==> src/rtl/i2c_rd_result_buffer_pkg.sv <==
// Shared types and constants for the read-result buffer.
package i2c_rd_result_buffer_pkg;

    typedef enum logic [1:0] {
        ST_IDLE    = 2'd0,
        ST_COLLECT = 2'd1,
        ST_ERR     = 2'd2
    } state_t;

    // Stored record is {slave tag, read byte}
    localparam int unsigned REC_W = 9;

    function automatic logic [REC_W-1:0] pack_rec(input logic tag, input logic [7:0] data);
        return {tag, data};
    endfunction

endpackage

==> src/rtl/i2c_rd_result_buffer_if.sv <==
// Sequencer-side capture stream plus consumer-side drain/status signals.
interface i2c_rd_result_buffer_if #(
    parameter int unsigned AW = 3
);
    logic          domain;
    logic          clr;
    logic [7:0]    in_data;
    logic          in_valid;
    logic          in_done;
    logic [7:0]    out_data;
    logic          out_tag;
    logic          out_valid;
    logic          out_ready;
    logic [AW:0]   level;
    logic          ovf;
    logic [7:0]    txn_cnt;
    logic          txn_done;

    modport slave (
        input  domain, clr, in_data, in_valid, in_done, out_ready,
        output out_data, out_tag, out_valid, level, ovf, txn_cnt, txn_done
    );

    modport master (
        output domain, clr, in_data, in_valid, in_done, out_ready,
        input  out_data, out_tag, out_valid, level, ovf, txn_cnt, txn_done
    );
endinterface

==> src/rtl/i2c_rd_result_buffer_fifo.sv <==
// Generic synchronous FIFO with single-cycle flush and first-word fall-through read.
// Optional macro I2C_RDBUF_ZEROIZE_EN: flush (and reset) also clears every storage entry.
module i2c_rdbuf_fifo
    import i2c_rd_result_buffer_pkg::*;
#(
    parameter int unsigned DEPTH = 8,
    parameter int unsigned AW    = 3,
    parameter int unsigned W     = REC_W
) (
    input  logic          clk,
    input  logic          rst,
    input  logic          i_wr,
    input  logic [W-1:0]  i_wdata,
    input  logic          i_rd,
    input  logic          i_flush,
    output logic [W-1:0]  o_rdata,
    output logic [AW:0]   o_level,
    output logic          o_full,
    output logic          o_empty
);

    logic [AW-1:0] r_wr_ptr;
    logic [AW-1:0] r_rd_ptr;
    logic [AW:0]   r_level;
    logic [W-1:0]  r_mem [DEPTH];
    logic          w_wr;
    logic          w_rd;

    assign w_wr = i_wr && !i_flush;
    assign w_rd = i_rd && !i_flush;

    // Pointer and occupancy bookkeeping; pointers wrap naturally at DEPTH
    always_ff @(posedge clk or posedge rst) begin
        if (rst) begin
            r_wr_ptr <= '0;
            r_rd_ptr <= '0;
            r_level  <= '0;
        end else if (i_flush) begin
            r_wr_ptr <= '0;
            r_rd_ptr <= '0;
            r_level  <= '0;
        end else begin
            if (w_wr) r_wr_ptr <= r_wr_ptr + 1'b1;
            if (w_rd) r_rd_ptr <= r_rd_ptr + 1'b1;
            r_level <= r_level + (AW+1)'(w_wr) - (AW+1)'(w_rd);
        end
    end

`ifdef I2C_RDBUF_ZEROIZE_EN
    // Storage write; flush and reset scrub every entry
    always_ff @(posedge clk or posedge rst) begin
        if (rst) begin
            for (int unsigned i = 0; i < DEPTH; i++) r_mem[i] <= '0;
        end else if (i_flush) begin
            for (int unsigned i = 0; i < DEPTH; i++) r_mem[i] <= '0;
        end else if (w_wr) begin
            r_mem[r_wr_ptr] <= i_wdata;
        end
    end
`else
    // Storage write; stale entries after a flush are unreachable via the pointers
    always_ff @(posedge clk) begin
        if (w_wr) r_mem[r_wr_ptr] <= i_wdata;
    end
`endif

    assign o_rdata = r_mem[r_rd_ptr];
    assign o_level = r_level;
    assign o_full  = (r_level == (AW+1)'(DEPTH));
    assign o_empty = (r_level == '0);

endmodule

==> src/rtl/i2c_rd_result_buffer.sv <==
// Tags sequencer read bytes with their slave index, buffers them, counts transactions
// and flushes on a domain change or clear request.
// Optional macro I2C_RDBUF_ZEROIZE_EN: flush also scrubs buffer storage (no port-visible change).
module i2c_rd_result_buffer
    import i2c_rd_result_buffer_pkg::*;
#(
    parameter int unsigned DEPTH = 8,
    parameter int unsigned AW    = 3
) (
    input  logic                   clk,
    input  logic                   rst,
    i2c_rd_result_buffer_if.slave  bus
);

    state_t           r_state;
    state_t           w_state_n;
    logic             r_idx;
    logic             w_idx_n;
    logic             r_ovf;
    logic             w_ovf_n;
    logic             r_domain_q;
    logic             r_txn_done;
    logic [7:0]       r_txn_cnt;
    logic             w_count;

    logic             w_flush;
    logic             w_pop;
    logic             w_wr;
    logic             w_drop;
    logic             w_rd;
    logic             w_full;
    logic             w_empty;
    logic [AW:0]      w_level;
    logic [REC_W-1:0] w_rdata;

    assign w_flush = bus.clr || (bus.domain != r_domain_q);
    assign w_pop   = !w_empty && bus.out_ready;
    assign w_wr    = bus.in_valid && !w_flush && (!w_full || w_pop);
    assign w_drop  = bus.in_valid && !w_flush && w_full && !w_pop;
    assign w_rd    = w_pop && !w_flush;

    i2c_rdbuf_fifo #(
        .DEPTH (DEPTH),
        .AW    (AW),
        .W     (REC_W)
    ) u_fifo (
        .clk     (clk),
        .rst     (rst),
        .i_wr    (w_wr),
        .i_wdata (pack_rec(r_idx, bus.in_data)),
        .i_rd    (w_rd),
        .i_flush (w_flush),
        .o_rdata (w_rdata),
        .o_level (w_level),
        .o_full  (w_full),
        .o_empty (w_empty)
    );

    // Next-state, tag counter, overflow and completion decode; flush overrides everything
    always_comb begin
        w_state_n = r_state;
        w_idx_n   = r_idx;
        w_ovf_n   = r_ovf || w_drop;
        w_count   = 1'b0;
        if (w_flush) begin
            w_state_n = ST_IDLE;
            w_idx_n   = 1'b0;
            w_ovf_n   = 1'b0;
        end else begin
            if (bus.in_valid) w_idx_n = r_idx + 1'b1;
            unique case (r_state)
                ST_IDLE: begin
                    if (bus.in_valid) begin
                        if (bus.in_done) begin
                            w_count = 1'b1;
                            w_idx_n = 1'b0;
                        end else begin
                            w_state_n = ST_COLLECT;
                        end
                    end
                end
                ST_COLLECT: begin
                    if (bus.in_done) begin
                        w_state_n = ST_IDLE;
                        w_count   = 1'b1;
                        w_idx_n   = 1'b0;
                    end else if (bus.in_valid && r_idx == 1'b1) begin
                        w_state_n = ST_ERR;
                    end
                end
                ST_ERR: begin
                    w_ovf_n = 1'b1;
                    if (bus.in_done) begin
                        w_state_n = ST_IDLE;
                        w_idx_n   = 1'b0;
                    end
                end
                default: w_state_n = ST_IDLE;
            endcase
        end
    end

    // State, tag, sticky overflow, domain history and transaction counters
    always_ff @(posedge clk or posedge rst) begin
        if (rst) begin
            r_state    <= ST_IDLE;
            r_idx      <= 1'b0;
            r_ovf      <= 1'b0;
            r_domain_q <= 1'b0;
            r_txn_done <= 1'b0;
            r_txn_cnt  <= '0;
        end else begin
            r_state    <= w_state_n;
            r_idx      <= w_idx_n;
            r_ovf      <= w_ovf_n;
            r_domain_q <= bus.domain;
            r_txn_done <= w_count;
            r_txn_cnt  <= r_txn_cnt + 8'(w_count);
        end
    end

    // Head record is masked when empty so uninitialised storage never reaches the port
    assign bus.out_valid = !w_empty;
    assign bus.out_data  = w_empty ? '0 : w_rdata[7:0];
    assign bus.out_tag   = w_empty ? 1'b0 : w_rdata[8];
    assign bus.level     = w_level;
    assign bus.ovf       = r_ovf;
    assign bus.txn_cnt   = r_txn_cnt;
    assign bus.txn_done  = r_txn_done;

endmodule

==> src/flat_wrapper.sv <==
// flat-port wrapper written by rule: the top's interface ports become plain ports
module i2c_rd_result_buffer_flat import i2c_rd_result_buffer_pkg::*;
#(
    parameter int unsigned DEPTH = 8,
    parameter int unsigned AW    = 3
)
  (clk, rst, bus_domain, bus_clr, bus_in_data, bus_in_valid, bus_in_done, bus_out_ready, bus_out_data, bus_out_tag, bus_out_valid, bus_level, bus_ovf, bus_txn_cnt, bus_txn_done);
  i2c_rd_result_buffer_if #(.AW(AW)) bus_i ();
  input  logic clk;
  input  logic rst;
  input wire logic [$bits(bus_i.domain)-1:0] bus_domain;
  input wire logic [$bits(bus_i.clr)-1:0] bus_clr;
  input wire logic [$bits(bus_i.in_data)-1:0] bus_in_data;
  input wire logic [$bits(bus_i.in_valid)-1:0] bus_in_valid;
  input wire logic [$bits(bus_i.in_done)-1:0] bus_in_done;
  input wire logic [$bits(bus_i.out_ready)-1:0] bus_out_ready;
  output wire logic [$bits(bus_i.out_data)-1:0] bus_out_data;
  output wire logic [$bits(bus_i.out_tag)-1:0] bus_out_tag;
  output wire logic [$bits(bus_i.out_valid)-1:0] bus_out_valid;
  output wire logic [$bits(bus_i.level)-1:0] bus_level;
  output wire logic [$bits(bus_i.ovf)-1:0] bus_ovf;
  output wire logic [$bits(bus_i.txn_cnt)-1:0] bus_txn_cnt;
  output wire logic [$bits(bus_i.txn_done)-1:0] bus_txn_done;
  assign bus_i.domain = bus_domain;
  assign bus_i.clr = bus_clr;
  assign bus_i.in_data = bus_in_data;
  assign bus_i.in_valid = bus_in_valid;
  assign bus_i.in_done = bus_in_done;
  assign bus_i.out_ready = bus_out_ready;
  assign bus_out_data = bus_i.out_data;
  assign bus_out_tag = bus_i.out_tag;
  assign bus_out_valid = bus_i.out_valid;
  assign bus_level = bus_i.level;
  assign bus_ovf = bus_i.ovf;
  assign bus_txn_cnt = bus_i.txn_cnt;
  assign bus_txn_done = bus_i.txn_done;
  i2c_rd_result_buffer #(.DEPTH(DEPTH), .AW(AW)) u_core (.clk(clk), .rst(rst), .bus(bus_i));
endmodule
==> config.mk <==
export PLATFORM = sky130hd
export DESIGN_NAME = i2c_rd_result_buffer_flat
export DESIGN_NICKNAME = d
export VERILOG_FILES = /design/src/rtl/i2c_rd_result_buffer_pkg.sv /design/src/rtl/i2c_rd_result_buffer_if.sv /design/src/rtl/i2c_rd_result_buffer_fifo.sv /design/src/rtl/i2c_rd_result_buffer.sv /design/src/flat_wrapper.sv
export SDC_FILE = /design/constraint.sdc
export NUM_CORES = 1
export LEC_CHECK = 0
export ABC_AREA = 1
export CAP_MARGIN = 10
export CELL_PAD_IN_SITES_DETAIL_PLACEMENT = 0
export CELL_PAD_IN_SITES_GLOBAL_PLACEMENT = 1
export CORE_UTILIZATION = 45
export DETAILED_ROUTE_END_ITERATION = 7
export PLACE_DENSITY = 0.85
export SLEW_MARGIN = 20
export SYNTH_ARGS = -nofsm -noshare
export SYNTH_HDL_FRONTEND = slang
export SYNTH_SLANG_ARGS = --single-unit
==> constraint.sdc <==
create_clock -name clk -period 4.4 [get_ports clk]
set_input_delay 1.1 -clock clk [delete_from_list [all_inputs] [get_ports clk]]
set_output_delay 1.1 -clock clk [all_outputs]
set_load 0.01 [all_outputs]
==> reports/metrics.yaml, run 1 <==
synth_edf_count: 72
drc: 0
ir_drop_v: 0.000242
max_slew_margin: 0.321
rsz0062_at_grt: "false"
rows: 35
grt_first_pass_wirelength_mm: 14.6
status: "complete, no violations"
finalNetCount: 497
seq_area_frac_synth: 0.624
cts_sinks: 96
reg2reg_depth: 12
crit_buf_inv: 2
finalPower_mw: 1.75
cap_violations: 0
drive_gt1_frac: 0.0722
cts_tree: "done"
place_inst: 584
yosys_warnings: 0
ys_ff_latch: 96
critPathTopFamily: "flip-flops"
timing.rr.start: "u_core.u_fifo.o_level[2]$_DFF_PP0_"
leakagePower_nw: 2.02
setup_violations: 0
die_h_um: 101
crit_cells: 7
slew_violations: 0
top_layer_used: "met4"
antennaDiodeCount: 0
skew_ns: 0.00647
tns_ns: 0
cts_buffers: 9
syn_inst: 426
drt-total-wl_mm: 8.70
ant_nets: 0
yosysUniqueCellTypes: 27
drt-initial-drc-count: 119
synth_ff_type: "edfxtp_1"
cts_buffer_depth: 2
stdcell_count: 600
crit_required_ns: 3.30
clock_latency_ns: 0.37
pin_count: 39
syn_nets: 457
syn_to_final_growth_pct: 14.3
max_freq_ghz: 0.269
wl_met2_mm: 4.29
grt_util_all_layers: 0.194
via_per_inst: 4.93
drt-met1-wl_mm: 3.84
startpoint: "u_core.u_fifo.r_rd_ptr[1]$_DFFE_PP0P_"
synth_area_per_cell_sq_um: 10.4
num_vias: 2960
async_flop_share: 0.250
postCtsSetupBuffers: 0
power_per_cell_area_nw_per_um2: 346
r2r_slack_ns: 1.80
setup_ws_ns: 0.688
path_cells: "inv_4, nor2_1, nand2_1, nand3_1, nand2_1, nor2_1, clkdlybuf4s50_1"
slowest_stage: "dfrtp_1"
crit_path_max_fanout: 20
crit_type: "reg2out"
fin_crit_sh: 0.844
critical_path.startpoint_type: "flip-flop"
htree_num_levels: 3
crit_arrival_ns: 2.61
antenna_found_initial: 0
hold_start: "u_core.bus.txn_cnt[7]$_DFF_PP0_"
hpwl_mm: 5.88
worst-slew-pin-transition_ns: 1.01
die_x_um: 101
wl_per_cell_um: 14.5
post_cts_resized: 0
start_util: 0.472
max_stage_delay_ns: 0.87
met3WireLength_um: 394
path_clk_slew_ns: 0.10
root_buffer: "clkbuf_8"
finalCoreUtilization: 0.540
dpl_worst_slack_ns: 0.994
grt_max_degree: 55
worstReg2RegEnd: "u_core.u_fifo.o_level[1]$_DFF_PP0_"
core_area_sq_um: 9370
fin_crit_ns: 3.71
routabilityCongestion: 0.889
hold_viol_final: 0
syn_area_sq_um: 4430
drt_pre_antenna_iters: 4
grt_pass1_vias: 2986
port_buffers: 38
die_area_sq_um: 10200
grt-ovfl-total: 0
hp-class: "reg2reg"
fillers: 858
hold_buffers: 0
end_kind: "primary output"
endpoint: "bus_out_tag"
-- where the power goes --
group          switching [mW]  internal (mW)  total, mW
Clock                   0.320          0.211      0.531
Combinational          0.0995         0.0908      0.190
Sequential             0.0245           1.01       1.03
-- worst register-to-register path, delay by kind of cell (launching register included) --
family	cells	cell delay [ns]
AND/OR/NAND/NOR	5	0.86
buffers and inverters	3	0.23
adder cells (fa/ha/maj)	4	1.01
flip-flops	1	0.39
-- logic make-up after synthesis --
group	synth area share
simple gates	0.212
flops	0.624
buf+inv	0.0656
compound gates	0.0339
fa+ha+maj	0.0469
xor+xnor	0.0178
-- Yosys cell counts, types with 5 or more instances --
cell | n | area [sq um]
a21oi_1 | 8 | 40.0
buf_2 | 5 | 25.0
buf_6 | 9 | 101
dfrtp_1 | 24 | 601
edfxtp_1 | 72 | 2160
ha_1 | 15 | 188
inv_1 | 40 | 150
nand2_1 | 78 | 293
nand3_1 | 21 | 105
nor2_1 | 103 | 387
o21ai_0 | 11 | 55.1
o21ai_1 | 11 | 55.1
xor2_1 | 5 | 43.8
-- through the flow --
stage | hold WS [ns] | area, sq um
2_1_floorplan | 0.497 | 4430
3_3_place_gp | 0.464 | 4880
3_5_place_dp | 0.473 | 4880
4_1_cts | 0.488 | 5060
5_1_grt | 0.532 | 5060
6_report | 0.478 | 5060
-- sequential cells by signal (all words and copies together), names as in the netlist --
| register | flops |
|---|---|
| u_core.r_state | 2 |
| u_core.bus.ovf | 1 |
| u_core.r_domain_q | 1 |
| u_core.bus.txn_cnt | 8 |
| u_core.u_fifo.r_mem | 72 |
| u_core.bus.txn_done | 1 |
| u_core.u_fifo.r_wr_ptr | 3 |
| u_core.u_fifo.o_level | 4 |
| u_core.u_fifo.r_rd_ptr | 3 |
| u_core.r_idx | 1 |
-- worst min-delay path by stage --
| stage | cells past startpoint | endpoint |
|---|---|---|
| 3_3_place_gp | 1 | u_core.bus.txn_cnt[7]$_DFF_PP0_ |
| 6_report | 1 | u_core.bus.txn_cnt[7]$_DFF_PP0_ |
| 3_5_place_dp | 1 | u_core.bus.txn_cnt[7]$_DFF_PP0_ |
| 4_1_cts | 1 | u_core.bus.txn_cnt[7]$_DFF_PP0_ |
| 2_1_floorplan | 2 | u_core.u_fifo.r_wr_ptr[0]$_DFFE_PP0P_ |
| 5_1_grt | 1 | u_core.bus.txn_cnt[5]$_DFF_PP0_ |
-- metal layers --
metal | GRT usage | vias to the layer above
met5 | 0 | -
met4 | 0.0780 | 0
met3 | 0.0435 | 16
met1 | 0.239 | 1412
li1 | - | 1466
met2 | 0.333 | 66
-- cells in the final DEF (no fill, tap or decap), types with 9 or more instances in the layout --
master / synthesis / final
o21ai_0: 11 / 11
nand3_1: 21 / 21
clkbuf_8: 0 / 9
inv_1: 40 / 39
clkdlybuf4s50_1: 0 / 38
o21ai_1: 11 / 11
edfxtp_1: 72 / 72
ha_1: 15 / 15
dfrtp_1: 24 / 24
nand2_1: 78 / 78
nor2_1: 103 / 103
-- layout make-up --
| cell class | count | area (sq um) | area share |
|---|---|---|---|
| Tap cell | 129 | 161 | 0.0319 |
| Multi-Input combinational cell | 273 | 1380 | 0.272 |
| Clock buffer | 9 | 124 | 0.0245 |
| Inverter | 43 | 164 | 0.0324 |
| Sequential cell | 96 | 2760 | 0.546 |
| Clock inverter | 7 | 56.3 | 0.0111 |
| Timing Repair Buffer | 43 | 418 | 0.0826 |
Power figures use the tool's default switching activity.
==> run 2: changes to the inputs <==
- CORE_UTILIZATION: 45 -> 41
- PLACE_DENSITY: 0.85 -> 0.82
- clock period: 4.4 -> 3.08 ns (I/O delays scaled with it)
==> reports/metrics.yaml, run 2 (synthesis results as in run 1) <==
status: "complete, no violations"
r2r_slack_ns: 0.46  # -1.34 ns
grt_first_pass_wirelength_mm: 14.4  # -1.7%
die_x_um: 106  # +4.7%
max_flop_register: "u_core.u_fifo.r_mem"
rows: 37  # +5.7%
skew_ns: 0.0125  # +0.00602 ns
path_clk_slew_ns: 0.10  # about the same
drt_pre_antenna_iters: 6  # +2
intPower_mw: 1.97  # +50%
crit_arrival_ns: 2.17  # -0.44 ns
die_area_sq_um: 11200  # +9.6%
htree_num_levels: 3  # unchanged
syn_to_final_growth_pct: 18.6
antennaDiodeCount: 0  # unchanged
core_area_sq_um: 10400  # +11%
fillers: 947  # +10%
grtUsageMet3: 0.0313  # -0.0122
setup_violations: 0  # unchanged
swShare: 0.249  # -0.00460
grt_util_met2: 0.267  # -0.0662
hpwl_mm: 5.71  # -2.8%
worst-slew-pin-transition_ns: 0.834  # -0.179 ns
clock_latency_ns: 0.36  # about the same
rsz0062_at_grt: "false"
grt_max_degree: 28  # -49%
setup_ws_ns: 0.139  # -0.549 ns
ir_drop_v: 0.000313  # +29%
fin_crit_ns: 2.94
hold_path_end: "u_core.bus.txn_cnt[7]$_DFF_PP0_"
path_cells: "inv_1, ha_1, nand3_2, nand2_1, nor2_2, clkdlybuf4s50_1"
worstReg2RegEnd: "u_core.u_fifo.o_level[1]$_DFF_PP0_"
hold_start: "u_core.bus.txn_cnt[7]$_DFF_PP0_"
via_per_inst: 4.72  # -4.4%
use_met1: 0.229  # -0.0105
cap_violations: 0  # unchanged
port_buffers: 38  # unchanged
grt-ovfl-total: 0  # unchanged
slew_violations: 0  # unchanged
max_freq_ghz: 0.340
drc: 0  # unchanged
switching_power_mw: 0.651  # +47%
final_common_cell: "nor2_1"
hold_depth: 1  # unchanged
crit_type: "reg2out"
num_vias: 2935  # -0.84%
final_cell_mix: "101 x nor2_1, 78 x nand2_1, 72 x edfxtp_1, 40 x inv_1, 36 x clkdlybuf4s50_1"
cts_buffer_depth: 2  # unchanged
critical_path.startpoint_type: "flip-flop"
hold_viol_final: 0  # unchanged
wl_per_cell_um: 13.6  # -6.1%
crit_path_max_fanout: 12  # -40%
pin_count: 39  # unchanged
leakagePower_nw: 2.16  # +7.0%
combPwrFrac: 0.107  # -0.002
dpl_worst_slack_ns: 0.0991  # -0.895 ns
start_util: 0.425  # -0.0474
end_kind: "primary output"
power_per_cell_area_nw_per_um2: 499  # +44%
fin_crit_sh: 0.955
largest_reg_flops: 72  # unchanged
cts_tree: "done"
drt-initial-drc-count: 126  # +5.9%
ant_nets: 0  # unchanged
p_clk_frac: 0.330  # +0.027
drive_gt1_frac: 0.107  # +0.0348
hp-class: "reg2reg"
grt_util_all_layers: 0.168  # -0.0258
slowest_stage: "clkdlybuf4s50_1"
die_h_um: 106  # +4.7%
pwr-share-seq: 0.563  # -0.025
drt-total-wl_mm: 8.47  # -2.6%
crit_required_ns: 2.31  # -0.99 ns
root_buffer: "clkbuf_8"
max_stage_delay_ns: 0.56  # -0.31 ns
antenna_found_initial: 0  # unchanged
finalNetCount: 512  # +3.0%
cts_sinks: 96  # unchanged
max_slew_margin: 0.444  # +0.123
grt_pass1_vias: 2972  # -0.47%
reg2reg_depth: 12  # unchanged
busiest_layer: "met2"
timing.rr.start: "u_core.u_fifo.o_level[2]$_DFF_PP0_"
tns_ns: 0  # unchanged
cts_buffers: 9  # unchanged
routabilityCongestion: 0.771  # -13%
run 2: changes by cell type in the layout (fill, tap and decap cells not counted), moves of 2 or more:
cell,previous run,this run
buf_12,0,2
nor2_1,103,101
buf_4,5,18
dlymetal6s2s_1,0,2
clkdlybuf4s50_1,38,36
nor2_2,0,2
run 2: repair_timing:
item                                    4_1_cts  5_1_grt
endpoints found under the setup margin        2        8
buffers inserted                              0        1
resized for setup                             1        5
gates cloned                                  0        0
pin swaps                                     0        1
hold buffers                                  0        0
run 2: worst max-delay path, delay by kind of cell, from the launching register on:
kind                     cells  cell delay, ns
buffers and inverters        2            0.64
adder cells (fa/ha/maj)      1            0.21
AND/OR/NAND/NOR              3            0.59
flip-flops                   1            0.37
run 2: worst max-delay path by stage:
stage                                                from                                  to  slack, ns  depth (start not counted)
floorplan                                      bus_domain  u_core.u_fifo.o_level[2]$_DFF_PP0_       0.66                         11
global placement                               bus_domain  u_core.u_fifo.o_level[2]$_DFF_PP0_       0.14                         12
detailed placement                             bus_domain  u_core.u_fifo.o_level[2]$_DFF_PP0_        0.1                         12
CTS                 u_core.u_fifo.r_rd_ptr[0]$_DFFE_PP0P_                     bus_out_data[0]       0.01                          9
global route        u_core.u_fifo.r_rd_ptr[0]$_DFFE_PP0P_                     bus_out_data[1]       0.02                          9
finish                 u_core.u_fifo.o_level[2]$_DFF_PP0_                         bus_out_tag       0.14                          6
run 2: per-layer routing:
layer | routed length [um] | vias to the layer above | share of wire
li1 | - | 1498 | -
met1 | 4020 | 1359 | 0.47
met2 | 3960 | 64 | 0.47
met3 | 321 | 14 | 0.038
met4 | 165 | 0 | 0.019
met5 | 0 | - | 0
run 2: stage by stage:
step	cells	power (mW)	utilization	cell area, sq um	hold WS [ns]
after CTS	621	2.65	0.502	5230	0.481
final	622	2.62	0.504	5250	0.473
after global placement	605	1.78	0.482	5020	0.462
after detailed placement	605	1.78	0.482	5020	0.465
after global routing	622	2.75	0.504	5250	0.516
after floorplan	426	1.63	-	4430	0.497
run 2: final cells by class:
class	count	area, sq um	share of cell area
multi-input cells	273	1380	0.263
repair buffers	58	561	0.107
clock buffers	9	124	0.0236
well taps	136	170	0.0324
flip-flops and latches	96	2760	0.526
inverters	43	166	0.0317
clock inverters	7	85.1	0.0162
run 2: power by group through the flow:
stage	logic, mW	clock network [mW]	registers (mW)
after global placement	0.278	0	1.50
after global routing	0.312	0.952	1.48
final	0.281	0.863	1.47
after floorplan	0.122	0	1.51
after CTS	0.283	0.893	1.47
after detailed placement	0.281	0	1.50
